File: src/rtl/dmem_master.sv
// Load/store initiator between the memory-access stage and a synchronous-write,
// combinational-read data RAM; owns lane steering, load extension and the LL/SC link bit.
module dmem_master #(
    parameter bit BIG_ENDIAN = 1'b1
) (
    input  logic        clk,
    input  logic        rst,
    input  logic        req_valid,
    output logic        req_ready,
    input  logic [3:0]  req_op,
    input  logic [31:0] req_addr,
    input  logic [31:0] req_wdata,
    input  logic        llbit_clr,
    output logic        resp_valid,
    output logic [31:0] resp_rdata,
    output logic        resp_excp,
    output logic        ram_ce_o,
    output logic        ram_we_o,
    output logic [31:0] ram_addr_o,
    output logic [31:0] ram_data_o,
    output logic [3:0]  ram_sel_o,
    input  logic [31:0] ram_data_i,
    output logic        llbit_o
);

    typedef enum logic [1:0] {IDLE, ACCESS, RESP} state_t;

    localparam logic [3:0] OP_LB  = 4'd0;
    localparam logic [3:0] OP_LBU = 4'd1;
    localparam logic [3:0] OP_LH  = 4'd2;
    localparam logic [3:0] OP_LHU = 4'd3;
    localparam logic [3:0] OP_LW  = 4'd4;
    localparam logic [3:0] OP_SB  = 4'd5;
    localparam logic [3:0] OP_SH  = 4'd6;
    localparam logic [3:0] OP_SW  = 4'd7;
    localparam logic [3:0] OP_LL  = 4'd8;
    localparam logic [3:0] OP_SC  = 4'd9;

    state_t      r_state;
    logic [3:0]  r_op;
    logic [1:0]  r_off;
    logic        r_llbit;
    logic        r_ready;
    logic        r_respValid;
    logic [31:0] r_respRdata;
    logic        r_respExcp;
    logic        r_ce;
    logic        r_we;
    logic [31:0] r_ramAddr;
    logic [31:0] r_ramData;
    logic [3:0]  r_sel;

    logic        w_isByte;
    logic        w_isHalf;
    logic        w_isWord;
    logic        w_isStore;
    logic        w_misal;
    logic [3:0]  w_sel;
    logic [31:0] w_wdata;
    logic [1:0]  w_byteLane;
    logic [7:0]  w_loadByte;
    logic [15:0] w_loadHalf;
    logic [31:0] w_loadData;

    // Decode of the incoming request, used only at acceptance time.
    always_comb begin
        w_isByte  = (req_op == OP_LB) || (req_op == OP_LBU) || (req_op == OP_SB);
        w_isHalf  = (req_op == OP_LH) || (req_op == OP_LHU) || (req_op == OP_SH);
        w_isWord  = (req_op == OP_LW) || (req_op == OP_SW) || (req_op == OP_LL) || (req_op == OP_SC);
        w_isStore = (req_op == OP_SB) || (req_op == OP_SH) || (req_op == OP_SW) || (req_op == OP_SC);
        w_misal   = (w_isHalf && req_addr[0]) || (w_isWord && (req_addr[1:0] != 2'b00));
        w_sel     = 4'b0000;
        if (w_isByte) begin
            w_sel = BIG_ENDIAN ? (4'b1000 >> req_addr[1:0]) : (4'b0001 << req_addr[1:0]);
        end else if (w_isHalf) begin
            w_sel = (req_addr[1] ^ BIG_ENDIAN) ? 4'b1100 : 4'b0011;
        end else if (w_isWord) begin
            w_sel = 4'b1111;
        end
        if (req_op == OP_SB) begin
            w_wdata = {4{req_wdata[7:0]}};
        end else if (req_op == OP_SH) begin
            w_wdata = {2{req_wdata[15:0]}};
        end else begin
            w_wdata = req_wdata;
        end
    end

    // Lane extraction of the RAM read data for the access being completed.
    always_comb begin
        w_byteLane = BIG_ENDIAN ? (2'd3 - r_off) : r_off;
        w_loadByte = ram_data_i[{w_byteLane, 3'b000} +: 8];
        w_loadHalf = (r_off[1] ^ BIG_ENDIAN) ? ram_data_i[31:16] : ram_data_i[15:0];
        case (r_op)
            OP_LB:        w_loadData = {{24{w_loadByte[7]}}, w_loadByte};
            OP_LBU:       w_loadData = {24'd0, w_loadByte};
            OP_LH:        w_loadData = {{16{w_loadHalf[15]}}, w_loadHalf};
            OP_LHU:       w_loadData = {16'd0, w_loadHalf};
            OP_LW, OP_LL: w_loadData = ram_data_i;
            OP_SC:        w_loadData = 32'd1;
            default:      w_loadData = 32'd0;
        endcase
    end

    // Request FSM; every output is a register so the RAM sees clean strobes.
    always_ff @(posedge clk or negedge rst) begin
        if (!rst) begin
            r_state     <= IDLE;
            r_op        <= 4'd0;
            r_off       <= 2'd0;
            r_llbit     <= 1'b0;
            r_ready     <= 1'b1;
            r_respValid <= 1'b0;
            r_respRdata <= 32'd0;
            r_respExcp  <= 1'b0;
            r_ce        <= 1'b0;
            r_we        <= 1'b0;
            r_ramAddr   <= 32'd0;
            r_ramData   <= 32'd0;
            r_sel       <= 4'd0;
        end else begin
            case (r_state)
                IDLE: begin
                    if (req_valid) begin
                        r_op    <= req_op;
                        r_off   <= req_addr[1:0];
                        r_ready <= 1'b0;
                        if (w_misal || w_sel == 4'b0000 || (req_op == OP_SC && !r_llbit)) begin
                            r_state     <= RESP;
                            r_respValid <= 1'b1;
                            r_respExcp  <= w_misal;
                            r_respRdata <= 32'd0;
                        end else begin
                            r_state   <= ACCESS;
                            r_ce      <= 1'b1;
                            r_we      <= w_isStore;
                            r_ramAddr <= {req_addr[31:2], 2'b00};
                            r_ramData <= w_wdata;
                            r_sel     <= w_sel;
                        end
                    end
                end
                ACCESS: begin
                    r_state     <= RESP;
                    r_ce        <= 1'b0;
                    r_we        <= 1'b0;
                    r_ramAddr   <= 32'd0;
                    r_ramData   <= 32'd0;
                    r_sel       <= 4'd0;
                    r_respValid <= 1'b1;
                    r_respExcp  <= 1'b0;
                    r_respRdata <= w_loadData;
                    if (r_op == OP_LL) begin
                        r_llbit <= 1'b1;
                    end else if (r_op == OP_SC) begin
                        r_llbit <= 1'b0;
                    end
                end
                RESP: begin
                    r_state     <= IDLE;
                    r_respValid <= 1'b0;
                    r_ready     <= 1'b1;
                end
                default: begin
                    r_state <= IDLE;
                    r_ready <= 1'b1;
                end
            endcase
            // An external clear overrides any set from an LL finishing this cycle.
            if (llbit_clr) begin
                r_llbit <= 1'b0;
            end
        end
    end

    assign req_ready  = r_ready;
    assign resp_valid = r_respValid;
    assign resp_rdata = r_respRdata;
    assign resp_excp  = r_respExcp;
    assign ram_ce_o   = r_ce;
    assign ram_we_o   = r_we;
    assign ram_addr_o = r_ramAddr;
    assign ram_data_o = r_ramData;
    assign ram_sel_o  = r_sel;
    assign llbit_o    = r_llbit;

endmodule
File: config.mk
export PLATFORM = sky130hd
export DESIGN_NAME = dmem_master
export DESIGN_NICKNAME = d
export VERILOG_FILES = /design/src/rtl/dmem_master.sv
export SDC_FILE = /design/constraint.sdc
export NUM_CORES = 1
export LEC_CHECK = 0
export CORE_MARGIN = 2
export CORE_UTILIZATION = 35
export CTS_BUF_LIST = sky130_fd_sc_hd__clkbuf_8
export DETAILED_ROUTE_END_ITERATION = 12
export HOLD_SLACK_MARGIN = 0.15
export PLACE_DENSITY = 0.66
export SYNTH_ARGS = -nofsm -noshare
export SYNTH_HDL_FRONTEND = slang
export SYNTH_SLANG_ARGS = --single-unit
export TNS_END_PERCENT = 1
File: constraint.sdc
create_clock -name clk -period 2.8 [get_ports clk]
set_clock_uncertainty 0.1 [all_clocks]
set_input_delay 0.28 -clock clk [delete_from_list [all_inputs] [get_ports clk]]
set_output_delay 0.28 -clock clk [all_outputs]
set_load 0.05 [all_outputs]
==> results of run 1 <==
cells in the final DEF (no fill, tap or decap), types with 3 or more instances in the layout:
master | synthesis | routed
o21ai_0 | 18 | 18
inv_1 | 8 | 8
clkdlybuf4s50_1 | 0 | 206
mux2_1 | 23 | 23
nor2b_1 | 3 | 3
buf_4 | 11 | 12
buf_12 | 0 | 4
nand2b_1 | 10 | 10
a21oi_1 | 52 | 52
and3b_1 | 7 | 7
nor2_1 | 28 | 27
a22o_1 | 50 | 50
dfrtp_1 | 111 | 111
clkbuf_8 | 0 | 10
mux2_2 | 14 | 14
mux2i_1 | 28 | 28
nand2_1 | 48 | 48
o2bb2ai_1 | 17 | 17
o31ai_1 | 6 | 6
ha_1 | 3 | 3
per-layer routing:
layer	part of all wire	track usage	wire length (um)	vias to the layer above
met4	0.025	0.08312	415	0
met1	0.42	0.2592	7110	2311
met5	0	0	0	-
li1	-	-	-	2209
met3	0.10	0.07308	1714	27
met2	0.45	0.3167	7507	201
stage by stage:
stage	worst slack [ns]	instances	hold slack [ns]
after detailed placement	0.007059	894	0.3114
after CTS	0.4255	911	0.3129
after global placement	0.2040	894	0.2977
after global routing	0.2392	911	0.3511
final	0.4076	912	0.3366
after floorplan	0.7907	502	-0.1156
final timing paths:
kind,to,slack [ns],cells past startpoint
worst max-delay path,ram_data_o[9],0.41,6
worst min-delay path,llbit_o,0.34,2
worst max register to register,ram_data_o[9],0.43,6
worst min register to register,resp_rdata[4],0.40,1
max in group asynchronous,req_ready,1.36,3
min in group asynchronous,resp_rdata[1],0.40,2
layout make-up:
class                   instances  area share
inverters                       8    0.003754
well taps                     211     0.03300
multi-input cells             341      0.3067
repair buffers                223      0.2803
clock inverters                 6    0.008289
diodes                          1   0.0003128
clock buffers                  10     0.01720
flip-flops and latches        112      0.3505
cell families after synthesis:
family | Yosys count
compound gates | 161
flops | 112
simple gates | 109
mux | 65
buf+inv | 49
fa+ha+maj | 3
other cells | 1
xor+xnor | 1
power breakdown:
group          switching [mW]  internal [mW]  total (mW)  leakage, nW
Clock                   0.575          0.444        1.02        0.107
Combinational            3.13           1.78        4.91         1.88
Sequential              0.404           2.19        2.59         1.47
critical path, delay by kind of cell:
family,cells,cell delay [ns]
buffers and inverters,1,0.54
AO/OA/AOI/OAI,3,0.96
AND/OR/NAND/NOR,2,0.79
registers in the layout, summed over array words and instances, names as in the netlist:
name,flops
ram_data_o,32
resp_rdata,32
ram_addr_o,30
r_op,4
ram_sel_o,4
r_off,2
r_state,2
llbit_o,1
ram_ce_o,1
ram_we_o,1
req_ready,1
resp_excp,1
resp_valid,1
what timing repair did:
action | CTS | global route
setup buffers | 0 | 0
endpoints found under the hold margin | 57 | 0
hold buffers | 1 | 0
==> results.cfg, run 1 <==
[clock_tree]
numClockSinks = 112
postCtsResizedCells = 0
htreeDepth = 3
clk_pin_slew_ns = 0.10
tritoncts = done
cts_root_buffer = clkbuf_8
clk_path_buf_depth = 2
cts_made_buffers = 9
worstSkewPairLatency_ns = 0.38

[floorplan]
core_sq_um = 15260
die_h_um = 129.3
io_pins = 210
die-area_sq_um = 16710
placementRows = 45
initial_utilization = 0.3599
dieWidth_um = 129.3

[yosys]
postSynthCellCount = 501
ys_seq_elements = 112
synth_top_cells_by_count = dfrtp_1 (111), a21oi_1 (52), a22o_1 (50)
synth.avg_cell_area_sq_um = 10.96
synth-edff-count = 0
synthAdderAreaFrac = 0.006835
synth_top_area_cell = dfrtp_1
ys.flop_type = dfrtp_1
synthArstFlopShare = 1.000
synthMuxAreaShare = 0.1269
yosysSeqAreaShare = 0.5106
synth_compound_area_frac = 0.2130
synth_area_sq_um = 5492
synth_simple_gate_area_share = 0.09410
synth_top_family_by_area = compound AO/OA/AOI/OAI gates
synth_top_area_frac = 0.5058
yosysUniqueCellTypes = 48
synth.most_common_cell = dfrtp_1
yosys-top-cells-area = dfrtp_1 (51%), a22o_1 (8.0%), mux2i_1 (5.1%), a21oi_1 (4.7%), mux2_1 (4.7%)
yosysWarnings = 0
synthXorXnorAreaFrac = 0.001595

[global_route]
grt_max_degree = 69
grt_pass1_vias = 4957
grt_antenna_before_repair = 1
grtUsageTotal = 0.2038
grt_first_pass_wirelength_um = 26260
overflow = 0

[sta]
timing_hold_violations_final = 0
setup-violations-final = 0
tns_ns = 0
worstMarginPinSlew_ns = 1.275
rsz0062_at_grt = no
max_freq_mhz = 418.0
fin_crit_ns = 2.392
slew_viol_final = 0
fin_crit_sh = 0.8544
relSlewSlack = 0.1500

[placed_design]
port_buffers = 207
place_congestion = 0.9163
placed_area_sq_um = 7784
detailed_place_hpwl_um = 12200

[drt]
drt-initial-drc-count = 297
totalWireLength_um = 16750
drc_errors = 0
dr_total_vias = 4748
antenna_left = 0
vias_per_cell = 5.206
routedWlPerCell_um = 18.36
drt_first_pass_iters = 4

[power_and_ir_drop]
p_total_mw = 8.521
max-vdd-ir-drop_v = 0.0007826
pwr_density_cell_nw_per_um2 = 1065
leakage_nw = 3.451

[critical_path]
critPathArrivalTime_ns = 2.58
crit_chain = clkdlybuf4s50_1, nand2b_1, o32ai_4, a221oi_4, nand2_1, o2bb2ai_1
crit_path_start = req_op[2]
worstPathMaxFanout = 17
cp.required_ns = 2.99
end_kind = register
max_stage_delay_ns = 0.54
path_class = input pin to register
crit_slowest_cell = clkdlybuf4s50_1
crit_path_start_kind = input pin
r2r-start = r_state[1]

[finish]
multi_input_area_sq_um = 2454
final_util = 0.5243
fin_nets = 802
layout-drive-gt1-share = 0.08000
ff_latch_area_sq_um = 2804
fin_area_sq_um = 8000
nFillCells = 1385
area_growth_pct = 45.68

[worst_hold_path]
hp-class = input pin to register
hold_start = llbit_clr

[run_status]
status = finished clean

[flow_run]
max_cap_violations = 0
(Power assumes the default switching activity.)
==> inputs of run 2 (changes only) <==
Settings changed: CAP_MARGIN set to 20.
==> results.cfg, run 2 (synthesis results as in run 1) <==
[run_status]
status = finished clean

[power_and_ir_drop]
leakage_nw = 3.450
max-vdd-ir-drop_v = 0.0007386
p_total_mw = 8.445
pwr_density_cell_nw_per_um2 = 1056

[clock_tree]
htreeDepth = 3
clk_path_buf_depth = 2
numClockSinks = 112
cts_made_buffers = 9
tritoncts = done
worstSkewPairLatency_ns = 0.37
clk_pin_slew_ns = 0.11
cts_root_buffer = clkbuf_8

[global_route]
overflow = 0
grt_max_degree = 69
grt_first_pass_wirelength_um = 26310
grtUsageTotal = 0.2021
grt_antenna_before_repair = 0
grt_pass1_vias = 5003

[finish]
final_util = 0.5242
layout_common_cells = clkdlybuf4s50_1 (206), dfrtp_1 (111), a21oi_1 (52)
mostFrequentLayoutCell = clkdlybuf4s50_1
num_antenna_cells = 0
fin_cells = 912
fin_nets = 803
nFillCells = 1350
fin_area_sq_um = 7999
layout-drive-gt1-share = 0.08131
area_growth_pct = 45.66

[sta]
setup-violations-final = 0
fin_crit_ns = 2.391
fin_crit_sh = 0.8538
timing_hold_violations_final = 0
setup_ws_ns = 0.4094
worstMarginPinSlew_ns = 0.8617
hold_slack_ns = 0.3418
rsz0062_at_grt = no
max_freq_mhz = 418.3
relSlewSlack = 0.4256
slew_viol_final = 0
tns_ns = 0

[critical_path]
path_class = input pin to register
rrSetupSlack_ns = 0.48
critPathArrivalTime_ns = 2.57
worstPathMaxFanout = 17
end_kind = register
crit_path_start_kind = input pin
cp.required_ns = 2.98

[floorplan]
dieWidth_um = 129.3
initial_utilization = 0.3599
io_pins = 210
die_h_um = 129.3
placementRows = 45
core_sq_um = 15260
die-area_sq_um = 16710

[worst_hold_path]
hp-class = input pin to register

[placed_design]
dp.cells = 895
place_congestion = 0.9163
port_buffers = 207
place_ws_ns = 0.01316
placed_area_sq_um = 7811
detailed_place_hpwl_um = 12280

[drt]
antenna_left = 0
drt-initial-drc-count = 291
drt_first_pass_iters = 4
vias_per_cell = 5.227
drc_errors = 0
routedWlPerCell_um = 18.40
totalWireLength_um = 16780
dr_total_vias = 4767

[flow_run]
max_cap_violations = 0
[run 2: changes by cell type in the layout (fill, tap and decap cells not counted), sizes merged]
cell / change
bufinv: -1
clkinvlp: +1
diode: -1
buf: +1
[run 2: final timing paths]
check	startpoint	end	cells after the start
worst max-delay path	req_op[2]	ram_data_o[9]	6
worst min-delay path	llbit_clr	llbit_o	2
worst max register to register	r_state[1]	ram_data_o[9]	6
worst min register to register	ram_ce_o	ram_ce_o	1
max in group asynchronous	rst	req_ready	3
min in group asynchronous	rst	resp_rdata[1]	2
[run 2: layout make-up]
type	instances	area [sq um]	share of cell area
multi-input cells	341	2454	0.3067
well taps	211	264.0	0.03300
repair buffers	224	2270	0.2837
clock buffers	10	137.6	0.01721
inverters	8	30.03	0.003754
flip-flops and latches	112	2804	0.3505
clock inverters	6	40.04	0.005005
[run 2: report_power, final]
part	total, mW	internal (mW)	switching, mW
clock	0.914	0.351	0.563
combinational	4.94	1.80	3.14
sequential	2.59	2.19	0.404
[run 2: critical path: stages]
cell,delay [ns]
clkdlybuf4s50_1,0.54
nand2b_1,0.29
o32ai_4,0.13
a221oi_4,0.50
nand2_1,0.50
o2bb2ai_1,0.33
[run 2: repair_timing]
item	in CTS	in global routing
hold endpoints to repair	57	0
setup buffers	0	0
hold buffers	1	0
gates resized for setup	0	0
[run 2: metal layers]
| layer | vias up | track usage | routed length, um |
|---|---|---|---|
| met5 | - | 0 | 0 |
| met4 | 0 | 0.07033 | 315 |
| met3 | 21 | 0.06524 | 1609 |
| met2 | 221 | 0.3217 | 7604 |
| met1 | 2318 | 0.2602 | 7253 |
| li1 | 2207 | - | - |
